### config.mk
export PLATFORM = sky130hd
export DESIGN_NAME = spi_master_tx
export DESIGN_NICKNAME = d
export VERILOG_FILES = /design/src/rtl/spi_link_pkg.sv /design/src/rtl/sync_fifo.sv /design/src/rtl/spi_master_tx.sv
export SDC_FILE = /design/constraint.sdc
export NUM_CORES = 1
export LEC_CHECK = 0
export CORE_MARGIN = 3
export CORE_UTILIZATION = 55
export CTS_CLUSTER_SIZE = 20
export DETAILED_ROUTE_END_ITERATION = 7
export HOLD_SLACK_MARGIN = 0.05
export PLACE_DENSITY = 0.74
export SKIP_CTS_REPAIR_TIMING = 1
export SKIP_LAST_GASP = 1
export SLEW_MARGIN = 10
export SYNTH_ARGS = -nofsm -noshare
export SYNTH_HDL_FRONTEND = slang
export SYNTH_HIERARCHICAL = 1
export SYNTH_SLANG_ARGS = --single-unit
### constraint.sdc
create_clock -name clk -period 8.3 [get_ports clk]
set_input_delay 0.83 -clock clk [delete_from_list [all_inputs] [get_ports clk]]
set_output_delay 0.83 -clock clk [all_outputs]
set_load 0.02 [all_outputs]
### src/rtl/spi_link_pkg.sv
// spi_link_pkg
//   Shared constants and types for the SPI register-write link.
//   Frame layout (MSB first): {write flag, address[6:0], data[7:0]}.
package spi_link_pkg;

  localparam int FRAME_W     = 16;
  localparam int WR_FLAG_BIT = 15;
  localparam int ADDR_W      = 7;
  localparam int DATA_W      = 8;
  localparam int CMD_W       = ADDR_W + DATA_W;

  // This link only ever writes registers, so the flag is always 0.
  localparam logic WR_FLAG = 1'b0;

  typedef enum logic [2:0] {
    IDLE,
    SETUP,
    SHIFT_HI,
    SHIFT_LO,
    HOLD,
    GAP
  } spi_state_t;

  function automatic int max_int(input int a, input int b);
    return (a > b) ? a : b;
  endfunction

endpackage

### src/rtl/sync_fifo.sv
// sync_fifo
//   Single-clock FIFO with a registered, prefetched output word.
//   Ports:
//     clk, rst    clock, synchronous active-high reset
//     wr_en       write request (ignored while !ready)
//     wr_data     write word
//     rd_en       pop the word on rd_data (ignored while !rd_valid)
//     rd_data     head word, registered
//     rd_valid    rd_data holds a valid entry
//     level       occupied entries including the output register
//     level_next  value level takes on the next edge
//     ready       registered !full
module sync_fifo #(
  parameter int WIDTH = 15,
  parameter int DEPTH = 4
) (
  input  logic                         clk,
  input  logic                         rst,
  input  logic                         wr_en,
  input  logic [WIDTH-1:0]             wr_data,
  input  logic                         rd_en,
  output logic [WIDTH-1:0]             rd_data,
  output logic                         rd_valid,
  output logic [$clog2(DEPTH+1)-1:0]   level,
  output logic [$clog2(DEPTH+1)-1:0]   level_next,
  output logic                         ready
);

  localparam int AW = $clog2(DEPTH);
  localparam int LW = $clog2(DEPTH+1);

  logic [WIDTH-1:0] mem [DEPTH];
  logic [AW-1:0]    wr_ptr;
  logic [AW-1:0]    rd_ptr;
  logic [LW-1:0]    mem_cnt;
  logic [LW-1:0]    mem_cnt_next;
  logic             push;
  logic             pop;
  logic             load;

  // The output register refills from memory whenever it is empty or being
  // popped, so a freshly written word reaches rd_data one edge after the
  // write. level counts memory plus output register.
  always_comb begin
    push = wr_en && ready;
    pop  = rd_en && rd_valid;
    load = (mem_cnt != '0) && (!rd_valid || pop);

    level_next = level;
    if (push && !pop)
      level_next = level + 1'b1;
    else if (!push && pop)
      level_next = level - 1'b1;

    mem_cnt_next = mem_cnt;
    if (push && !load)
      mem_cnt_next = mem_cnt + 1'b1;
    else if (!push && load)
      mem_cnt_next = mem_cnt - 1'b1;
  end

  always_ff @(posedge clk) begin
    if (push)
      mem[wr_ptr] <= wr_data;
  end

  always_ff @(posedge clk) begin
    if (rst) begin
      wr_ptr   <= '0;
      rd_ptr   <= '0;
      mem_cnt  <= '0;
      rd_data  <= '0;
      rd_valid <= 1'b0;
      level    <= '0;
      ready    <= 1'b1;
    end else begin
      if (push)
        wr_ptr <= wr_ptr + 1'b1;
      if (load) begin
        rd_data  <= mem[rd_ptr];
        rd_ptr   <= rd_ptr + 1'b1;
        rd_valid <= 1'b1;
      end else if (pop) begin
        rd_valid <= 1'b0;
      end
      mem_cnt <= mem_cnt_next;
      level   <= level_next;
      ready   <= (level_next != LW'(DEPTH));
    end
  end

endmodule

### src/rtl/spi_master_tx.sv
// spi_master_tx
//   SPI mode-0 master that serialises buffered register-write commands as
//   16-bit CS-framed transfers, MSB first.
//   Ports:
//     clk, rst     clock, synchronous active-high reset
//     cmd_valid    command offered;   cmd_ready  FIFO not full
//     cmd_addr     7-bit register address
//     cmd_data     8-bit register data
//     spi_mosi     serial data;  spi_sck  serial clock (idle low)
//     spi_cs       chip select, active low
//     busy         frame in progress or FIFO non-empty
//     done         one-cycle pulse as CS rises at the end of a frame
//     fifo_level   occupied FIFO entries
//
//   state    | meaning
//   IDLE     | CS high, pop a command when one is available
//   SETUP    | CS low, SCK low, CS_SETUP cycles before the first rise
//   SHIFT_HI | SCK high for CLK_DIV cycles, MOSI stable
//   SHIFT_LO | SCK low for CLK_DIV cycles, MOSI moved to the next bit
//   HOLD     | SCK low, last bit held for CS_HOLD cycles
//   GAP      | CS high, MOSI low for CS_GAP cycles
module spi_master_tx
  import spi_link_pkg::*;
#(
  parameter int CLK_DIV    = 4,
  parameter int CS_SETUP   = 2,
  parameter int CS_HOLD    = 2,
  parameter int CS_GAP     = 4,
  parameter int FIFO_DEPTH = 4
) (
  input  logic                              clk,
  input  logic                              rst,
  input  logic                              cmd_valid,
  output logic                              cmd_ready,
  input  logic [ADDR_W-1:0]                 cmd_addr,
  input  logic [DATA_W-1:0]                 cmd_data,
  output logic                              spi_mosi,
  output logic                              spi_sck,
  output logic                              spi_cs,
  output logic                              busy,
  output logic                              done,
  output logic [$clog2(FIFO_DEPTH+1)-1:0]   fifo_level
);

  if (CLK_DIV < 4) begin : g_bad_clk_div
    $error("spi_master_tx: CLK_DIV must be at least 4");
  end
  if (CS_SETUP < 1 || CS_HOLD < 1 || CS_GAP < 1) begin : g_bad_cs_timing
    $error("spi_master_tx: CS_SETUP, CS_HOLD and CS_GAP must be at least 1");
  end
  if (FIFO_DEPTH < 2 || (FIFO_DEPTH & (FIFO_DEPTH - 1)) != 0) begin : g_bad_depth
    $error("spi_master_tx: FIFO_DEPTH must be a power of 2, at least 2");
  end

  localparam int LW   = $clog2(FIFO_DEPTH+1);
  localparam int PMAX = max_int(max_int(CLK_DIV, CS_SETUP), max_int(CS_HOLD, CS_GAP));
  localparam int PW   = $clog2(PMAX + 1);

  localparam logic [PW-1:0] DIV_LD   = PW'(CLK_DIV - 1);
  localparam logic [PW-1:0] SETUP_LD = PW'(CS_SETUP - 1);
  localparam logic [PW-1:0] HOLD_LD  = PW'(CS_HOLD - 1);
  localparam logic [PW-1:0] GAP_LD   = PW'(CS_GAP - 1);

  spi_state_t         state;
  logic [PW-1:0]      phase;
  logic [3:0]         bit_cnt;
  logic [FRAME_W-1:0] shreg;

  logic [CMD_W-1:0]   fifo_data;
  logic               fifo_valid;
  logic               fifo_pop;
  logic [LW-1:0]      level_next;

  sync_fifo #(
    .WIDTH (CMD_W),
    .DEPTH (FIFO_DEPTH)
  ) u_fifo (
    .clk        (clk),
    .rst        (rst),
    .wr_en      (cmd_valid),
    .wr_data    ({cmd_addr, cmd_data}),
    .rd_en      (fifo_pop),
    .rd_data    (fifo_data),
    .rd_valid   (fifo_valid),
    .level      (fifo_level),
    .level_next (level_next),
    .ready      (cmd_ready)
  );

  assign fifo_pop = (state == IDLE) && fifo_valid;

  // MOSI is the top bit of the shift register flop; clearing the register
  // at the end of HOLD gives MOSI=0 through GAP.
  assign spi_mosi = shreg[WR_FLAG_BIT];

  always_ff @(posedge clk) begin
    if (rst) begin
      state   <= IDLE;
      phase   <= '0;
      bit_cnt <= '0;
      shreg   <= '0;
      spi_cs  <= 1'b1;
      spi_sck <= 1'b0;
      done    <= 1'b0;
      busy    <= 1'b0;
    end else begin
      done <= 1'b0;
      unique case (state)
        IDLE: begin
          if (fifo_valid) begin
            shreg   <= {WR_FLAG, fifo_data};
            spi_cs  <= 1'b0;
            bit_cnt <= 4'd15;
            phase   <= SETUP_LD;
            busy    <= 1'b1;
            state   <= SETUP;
          end else begin
            busy <= (level_next != '0);
          end
        end
        SETUP: begin
          if (phase == '0) begin
            spi_sck <= 1'b1;
            phase   <= DIV_LD;
            state   <= SHIFT_HI;
          end else begin
            phase <= phase - 1'b1;
          end
        end
        SHIFT_HI: begin
          if (phase == '0) begin
            spi_sck <= 1'b0;
            phase   <= DIV_LD;
            state   <= SHIFT_LO;
            // Present the next bit on the same edge SCK falls; the last bit
            // stays on MOSI through HOLD.
            if (bit_cnt != 4'd0)
              shreg <= {shreg[FRAME_W-2:0], 1'b0};
          end else begin
            phase <= phase - 1'b1;
          end
        end
        SHIFT_LO: begin
          if (phase == '0) begin
            if (bit_cnt == 4'd0) begin
              phase <= HOLD_LD;
              state <= HOLD;
            end else begin
              bit_cnt <= bit_cnt - 1'b1;
              spi_sck <= 1'b1;
              phase   <= DIV_LD;
              state   <= SHIFT_HI;
            end
          end else begin
            phase <= phase - 1'b1;
          end
        end
        HOLD: begin
          if (phase == '0) begin
            spi_cs <= 1'b1;
            shreg  <= '0;
            done   <= 1'b1;
            phase  <= GAP_LD;
            state  <= GAP;
          end else begin
            phase <= phase - 1'b1;
          end
        end
        GAP: begin
          if (phase == '0) begin
            busy  <= (level_next != '0);
            state <= IDLE;
          end else begin
            phase <= phase - 1'b1;
          end
        end
        default: state <= IDLE;
      endcase
    end
  end

endmodule

Word-level counts from Yosys, hierarchy flattened
Memories as Yosys holds them, arrays and structs flattened. A register that Yosys moved wholly into a read port is not among the register bits.
Cells that the tools add are included.
- register bits after elaboration: 42
- bits in latches: 0
- RAM bits: 60
- bits in read-only memories: 0
- input bits: 18
- output and inout port bits: 9
- word-level logic and storage cells: 116
- memories kept: 1
- memories (memory ; depth ; width ; read ports ; clocked after Yosys merged registers in ; wr ports ; line ; RTL):
    u_fifo.mem ; 4 ; 15 ; 1 ; 1 ; 1 ; sync_fifo.sv:32 ; logic [WIDTH-1:0] mem [DEPTH];
- add/sub/neg operators: 8
- multiply operators: 0
- divide/modulo/power cells: 0
- $lt $le $gt $ge: 0
- equality and inequality tests: 15
- shifts and indexed selects: 0
- multiplexer cells: 41
- bitwise gates (word level): 1
- reduce and logical (&&, ||, !) cells: 36
- operators by type and width (cell ; number):
    $mux W16 ; 4
    $pmux W16 S3 ; 1
    $mux W3 ; 14
    $pmux W3 S6 ; 1
    $ne A2 B2 Y1 const B ; 8
    $mux W1 ; 12
    $mux W4 ; 3
    $pmux W3 S4 ; 1
    $reduce_bool A3 Y1 ; 4
    $reduce_and A5 Y1 ; 2
    $reduce_bool A2 Y1 ; 5
    $sub A3 B1 Y3 const B ; 3
    $logic_and A1 B1 Y1 ; 8
    $pmux W4 S2 ; 1
    $reduce_bool A4 Y1 ; 2
    $add A3 B1 Y3 const B ; 2
    $eq A3 B2 Y1 const B ; 2
    $eq A3 B3 Y1 const B ; 2
    $logic_not A3 Y1 ; 2
    $reduce_and A3 Y1 ; 2
    $reduce_and A6 Y1 ; 1
    $add A2 B1 Y2 const B ; 2
    $logic_not A1 Y1 ; 4
    $logic_not A4 Y1 ; 1
    other kinds (13) ; 14

Logic depth before layout (Yosys ltp)
- depth after elaboration: 9
- mapped depth: 15
- gate-level depth less buffers: 12

By module
The synthesis kept the hierarchy.
- by module, submodules not included (module ; times used ; cells each ; area each (um^2) ; sequential area each (um^2)):
    sync_fifo ; 1 ; 216 ; 3400.8 ; 2342.2
    spi_master_tx ; 1 ; 245 ; 2010.7 ; 600.6

Worst setup path after synthesis
OpenSTA, ideal clock, no wires.
- kind: register to register
- start point: register state[2]
- end point: register u_fifo.mem_cnt[2]
- setup time: 0.070 ns
- arrival: 2.557 ns
- required time: 8.230 ns
- path slack: 5.673 ns
- stages on the path, launching flop included: 16
- path buffers: 3
- clock period less this slack: 2.627 ns
- cells stage by stage: dfxtp_1 -> buf_2 -> nor3_1 -> nand2_1 -> inv_2 -> nand2b_1 -> and2_4 -> buf_6 -> clkinv_4 -> buf_12 -> ha_1 -> inv_1 -> fa_1 -> xor2_1 -> or3_1 -> a21oi_1
- cells in the longest elaborated chain, start to end: 8
- elaborated cells between the ends (all ways): 10
- those cells by class: mux (1); reduce/logical (9)
- RTL lines (what ; line ; RTL):
    start, declared ; spi_master_tx.sv:64 ; spi_state_t state;
    start signal, assigned ; spi_master_tx.sv:98 ; state <= IDLE;
    start signal, assigned ; spi_master_tx.sv:116 ; state <= SETUP;
    start signal, assigned ; spi_master_tx.sv:125 ; state <= SHIFT_HI;
    $logic_not A3 Y1 (*) ; spi_master_tx.sv:90 ; assign fifo_pop = (state == IDLE) && fifo_valid;
    $logic_and A1 B1 Y1 (*) ; spi_master_tx.sv:90 ;
    via fifo_pop ; spi_master_tx.sv:71 ; logic fifo_pop;
    $logic_and A1 B1 Y1 (*) ; sync_fifo.sv:46 ; pop = rd_en && rd_valid;
    $logic_or A1 B1 Y1 (*) ; sync_fifo.sv:47 ; load = (mem_cnt != '0) && (!rd_valid || pop);
    $logic_and A1 B1 Y1 (*) ; sync_fifo.sv:47 ;
    $logic_not A1 Y1 ; sync_fifo.sv:56 ; if (push && !load)
    $logic_and A1 B1 Y1 ; sync_fifo.sv:56 ;
    $mux W3 or $reduce_bool A2 Y1 (tied branches) ; n/a ;
    end signal, assigned ; sync_fifo.sv:86 ; mem_cnt <= mem_cnt_next;
    end, declared ; sync_fifo.sv:35 ; logic [LW-1:0] mem_cnt;
The timed path passes the listed nets; every way through them passes the cells marked *.
A chain may end at the register's enable or synchronous reset.

Worst setup path after layout
- start point: register state[0]
- end point: register u_fifo.mem_cnt[2]
Same word-level chain as after synthesis.

==> results.yml <==
run_status:
  status: "completed"
final_layout:
  nFillCells: 709
  diodes: 0
  drive_above_1_share_pct: 20.0
  final_nets: 507
  syn_to_final_growth_pct: 14.2
sta:
  tns_ns: 0
  fin_skew_ns: 0.00687
  setup_viol: 0
  slew_violations: 0
  period_needed_ns: 3.01
  period_share_pct: 36.3
  tightest_slew_ns: 0.983
  rsz0062_at_grt: "no"
  hold_viol: 0
  slew-limit-headroom_pct: 34.5
  max_freq_ghz: 0.332
logic_synthesis:
  yosysSeqAreaShare_pct: 54.4
  syn_area_um2: 5410
  synth-seq-cells: 117
  synthTopCellsByCount: "edfxtp_1 (60), dfxtp_1 (57), nand2_1 (54), a21oi_1 (34), inv_1 (26)"
  synthMostInstantiatedCell: "edfxtp_1"
  synth_area_leaders: "edfxtp_1 (33%), dfxtp_1 (21%), mux4_2 (6.2%), nor3_2 (3.9%), nand2_1 (3.7%)"
  syn_nets: 490
  post_synth_inst_count: 461
  synth_top_cell_by_area: "edfxtp_1"
  synth_warnings: 6
  synth.top_cell.area_share_pct: 33.3
  async_flop_share_pct: 0
  ys_types: 62
  synth_edf_count: 60
  ys.flop_type: "edfxtp_1"
  avgSynthCellArea_um2: 11.7
pwr:
  swShare_pct: 37.0
  powerDensity_nw_per_um2: 372
  power_mw: 2.30
  seqPwrFrac_pct: 36.7
  clockPowerShare_pct: 28.4
  ir_drop_mv: 0.217
  comb_power_share_pct: 34.9
  p_int_mw: 1.45
  p_leak_nw: 2.15
  power_switching_mw: 0.850
drt:
  via_count: 3550
  wl_per_cell_um: 16.6
  ant_nets: 0
  drc: 0
  firstDrtPassIters: 4
  drt-initial-drc-count: 190
  drt_wl_total_um: 10300
  viasPerCell: 5.73
floorplan:
  initial_core_util_pct: 57.5
  dieHeight_um: 105
  fp.dieW_um: 105
  coreArea_um2: 9420
  boundaryPins: 27
  num_rows: 35
  dieArea_um2: 11100
placed_design:
  dp_hpwl_um: 6320
  gp_congestion: 0.788
  port_buffers: 26
global_route:
  antenna_found_initial: 0
  grt_max_degree: 59
  grt.overflow.total: 0
  grt_pass1_wl_um: 17500
  grt_pass1_vias: 3527
  grt.total_usage_pct: 20.2
setup_path:
  cp-start-kind: "register"
  path_class: "register to register"
  r2r_cells: 12
  endpoint_kind: "register"
  arrival_ns: 3.46
  critPathMaxFanout: 22
  worstPathRequired_ns: 8.75
cts:
  path_clk_slew_ns: 0.06
  cts_buffers: 17
  h-tree-depth: 4
  clock-sinks: 117
  cts-root-buf: "clkbuf_8"
  cts_tree: "yes"
  clock_latency_ns: 0.52
  cts_buffer_depth: 2
hold_path:
  holdPathStages: 1
  hp-class: "register to register"
run:
  cap_viol_max_count: 0
## kinds of logic after synthesis
family | Yosys count | synth area share [%]
AND/OR/NAND/NOR | 158 | 17.2
flip-flops | 117 | 54.4
AO/OA/AOI/OAI | 85 | 11.0
buffers and inverters | 60 | 5.94
multiplexers | 21 | 7.38
adder cells (fa/ha/maj) | 11 | 2.68
XOR/XNOR | 9 | 1.46
## through the flow
stage	util [%]	setup WS [ns]	instances	cell area [um^2]	hold slack [ns]
5_1_grt	65.6	5.05	620	6180	0.509
4_1_cts	65.6	5.29	620	6180	0.476
6_report	65.6	5.29	620	6180	0.477
2_1_floorplan	-	5.67	461	5410	0.449
3_5_place_dp	60.0	5.23	588	5650	0.468
3_3_place_gp	60.0	5.33	588	5650	0.464
## state kept, by name (all words and copies together) (netlist names)
signal           cells
u_fifo/rd_ptr        2
u_fifo/mem_cnt       3
spi_sck              1
u_fifo/rd_valid      1
u_fifo/wr_ptr        2
done                 1
state                3
u_fifo/level         3
u_fifo/rd_data      15
u_fifo/mem          60
bit_cnt              4
u_fifo/ready         1
busy                 1
phase                3
shreg               16
spi_cs               1
## cells in the final DEF, fill, tap and decap left out, types with 2 or more instances in the layout
master	netlist	final
clkdlybuf4s50_1	0	25
xnor2_1	6	6
a31oi_1	2	2
nand3_1	18	18
a21oi_2	10	10
xor2_1	3	3
nor3_2	21	21
mux2i_1	5	5
o21ai_1	2	2
a211oi_1	4	4
nand2_1	54	54
nand4b_1	4	4
o21ai_0	3	3
o221ai_1	14	14
nand2_2	3	3
or3_1	3	3
nor2b_1	5	5
or4_1	2	2
clkinv_2	0	2
nand2b_1	2	2
o21bai_1	4	4
nor3_1	14	14
edfxtp_1	60	60
clkbuf_16	0	16
inv_6	0	6
dfxtp_1	57	57
a21oi_1	34	34
and3_1	6	6
ha_1	10	10
inv_1	26	26
buf_4	8	4
nor2_1	13	13
clkinv_4	1	5
mux4_2	15	15
## worst max-delay path, cell delays in order (launching register included)
cell and delay [ns]:
dfxtp_1 0.75, nor3_1 0.16, nand2_1 0.16, inv_2 0.06, nand2b_1 0.17, and2_4 0.23, clkinv_4 0.14, ha_1 0.20
inv_1 0.06, fa_1 0.37, xor2_1 0.18, or3_1 0.31, a21oi_1 0.14
## worst paths after layout
path	from	end	slack, ns
worst min-delay path	phase[0]	phase[0]	0.48
worst max-delay path	state[0]	u_fifo/mem_cnt[2]	5.29
worst min register to register	phase[0]	phase[0]	0.48
worst max register to register	state[0]	u_fifo/mem_cnt[2]	5.29
## area by class of cell
cell class              count  area [um^2]  share of cell area (%)
flip-flops and latches    117         2940                    47.6
multi-input cells         284         2150                    34.7
clock buffers              18          418                    6.76
repair buffers             30          285                    4.62
well taps                 129          161                    2.61
clock inverters            14          116                    1.88
inverters                  28          110                    1.78
## layer usage
| metal | vias up | wire length, um | track usage, % |
|---|---|---|---|
| met4 | 0 | 127 | 8.34 |
| met2 | 74 | 5120 | 31.4 |
| met3 | 12 | 470 | 5.44 |
| met1 | 1735 | 4540 | 26.8 |
| li1 | 1729 | - | - |
| met5 | - | 0 | 0 |
## power by group through the flow
stage	sequential, mW	clock, mW	combinational, mW
finish	0.844	0.653	0.802
global route	0.861	0.695	0.898
CTS	0.843	0.669	0.804
detailed placement	0.853	0	0.799
global placement	0.849	0	0.778
floorplan	0.823	0	0.706
Power figures use the tool's default switching activity.
==> edit: new RTL, config.mk and constraints unchanged <==
Re-encode `spi_state_t` (6 states) as one-hot, 6 bits wide.
--- a/src/rtl/spi_link_pkg.sv
+++ b/src/rtl/spi_link_pkg.sv
@@ -12,13 +12,13 @@
   // This link only ever writes registers, so the flag is always 0.
   localparam logic WR_FLAG = 1'b0;
 
-  typedef enum logic [2:0] {
-    IDLE,
-    SETUP,
-    SHIFT_HI,
-    SHIFT_LO,
-    HOLD,
-    GAP
+  typedef enum logic [5:0] {
+    IDLE     = 6'b000001,
+    SETUP    = 6'b000010,
+    SHIFT_HI = 6'b000100,
+    SHIFT_LO = 6'b001000,
+    HOLD     = 6'b010000,
+    GAP      = 6'b100000
   } spi_state_t;
 
   function automatic int max_int(input int a, input int b);
Formal check against the unedited RTL: same outputs for any inputs over 10 cycles, from zero or initial values and one cycle with rst high; not proved beyond that.
==> edit against the unedited design <==
  * Routed wire length decreased by 8.1%
  * Final area down 0.53%
  * Maximum frequency shrank 1.5%
  * Worst setup slack worse by 0.046 ns
  * Sequential cell count rose by 3
  * Power decreased by 7.5%
  * Die area down 1.3%
  * Area after synthesis is 1.4% lower
  * Final cell count is 6.1% lower
  * Synthesized cell count fell by 8.5%
  * Critical path type unchanged
==> edit: results (changes against the unedited design) <==
\begin{tabular}{lr}
\hline
Metric & Value \\
\hline
\multicolumn{2}{l}{\textbf{Placed design}} \\
\quad Half-perimeter wire length after placement & 5.99 mm (was 6.32 mm) \\
\quad Placement-stage worst setup slack & 5.25 ns (was 5.23 ns) \\
\quad Global placement routability congestion & 0.821 (was 0.788) \\
\multicolumn{2}{l}{\textbf{GRT}} \\
\quad Total global-route track usage & 18.3\% (was 20.2\%) \\
\quad First-pass GRT wire length & 15.9 mm (was 17.5 mm) \\
\quad Met2 track demand over resource & 28.6\% (was 31.4\%) \\
\quad Largest net degree at the start of global routing & 61 (was 59) \\
\quad Met1 track demand over resource & 24.7\% (was 26.8\%) \\
\multicolumn{2}{l}{\textbf{Worst hold path}} \\
\quad Worst min-delay path startpoint & shreg[15] (was phase[0]) \\
\multicolumn{2}{l}{\textbf{Detailed routing}} \\
\quad Via count & 3294 (was 3550) \\
\quad DR pass1 iterations & 5 (was 4) \\
\multicolumn{2}{l}{\textbf{Power and ir drop}} \\
\quad Pwr per Cell Area & 346 nW/µm² (was 372 nW/µm²) \\
\quad Static Leakage & 2.11 nW (was 2.15 nW) \\
\quad VDD IR max & 186 µV (was 217 µV) \\
\multicolumn{2}{l}{\textbf{Setup path}} \\
\quad Data arrival time at the worst-slack endpoint & 3.49 ns (was 3.46 ns) \\
\quad Highest cell delay on the worst timing path & 0.48 ns (was 0.75 ns) \\
\quad Register-to-Register Path Depth & 11 (was 12) \\
\quad Critical-path maximum fanout & 17 (was 22) \\
\multicolumn{2}{l}{\textbf{Outcome}} \\
\quad Result of the run & finished clean (unchanged) \\
\multicolumn{2}{l}{\textbf{Finish}} \\
\quad Layout fillers & 692 (was 709) \\
\quad Nets & 470 (was 507) \\
\multicolumn{2}{l}{\textbf{Yosys}} \\
\quad Synth Area in Compound Gates & 14.3\% (was 11.0\%) \\
\quad Most numerous cell types in the synthesized netlist & dfxtp\_1 (60), edfxtp\_1 (60), nand2\_1 (38) (was edfxtp\_1 (60), dfxtp\_1 (57), nand2\_1 (54)) \\
\quad Xor-xnor portion of the synthesized cell area & 1.81\% (was 1.46\%) \\
\multicolumn{2}{l}{\textbf{Timing}} \\
\quad Minimum setup slack in the final design & 5.25 ns (was 5.29 ns) \\
\hline
\end{tabular}
-- edit: through the flow --
step | instances | hold WS [ns] | cell area [µm²] | total power, mW
global placement | 551 | 0.458 | 5580 | 1.43
CTS | 582 | 0.472 | 6150 | 2.15
global route | 582 | 0.483 | 6150 | 2.25
finish | 582 | 0.467 | 6150 | 2.13
floorplan | 422 | 0.437 | 5340 | 1.35
detailed placement | 551 | 0.462 | 5580 | 1.45
-- edit: area by class of cell --
type	instances	share of cell area, %
Sequential cell	120	48.8
Timing Repair Buffer	30	4.64
Clock inverter	14	2.44
Multi-Input combinational cell	258	33.8
Tap cell	129	2.63
Clock buffer	17	6.74
Inverter	14	0.936
-- edit: layer usage --
| metal | vias up | routed length (µm) |
|---|---|---|
| li1 | 1597 | - |
| met1 | 1630 | 4440 |
| met2 | 54 | 4560 |
| met3 | 13 | 302 |
| met4 | 0 | 124 |
| met5 | - | 0 |
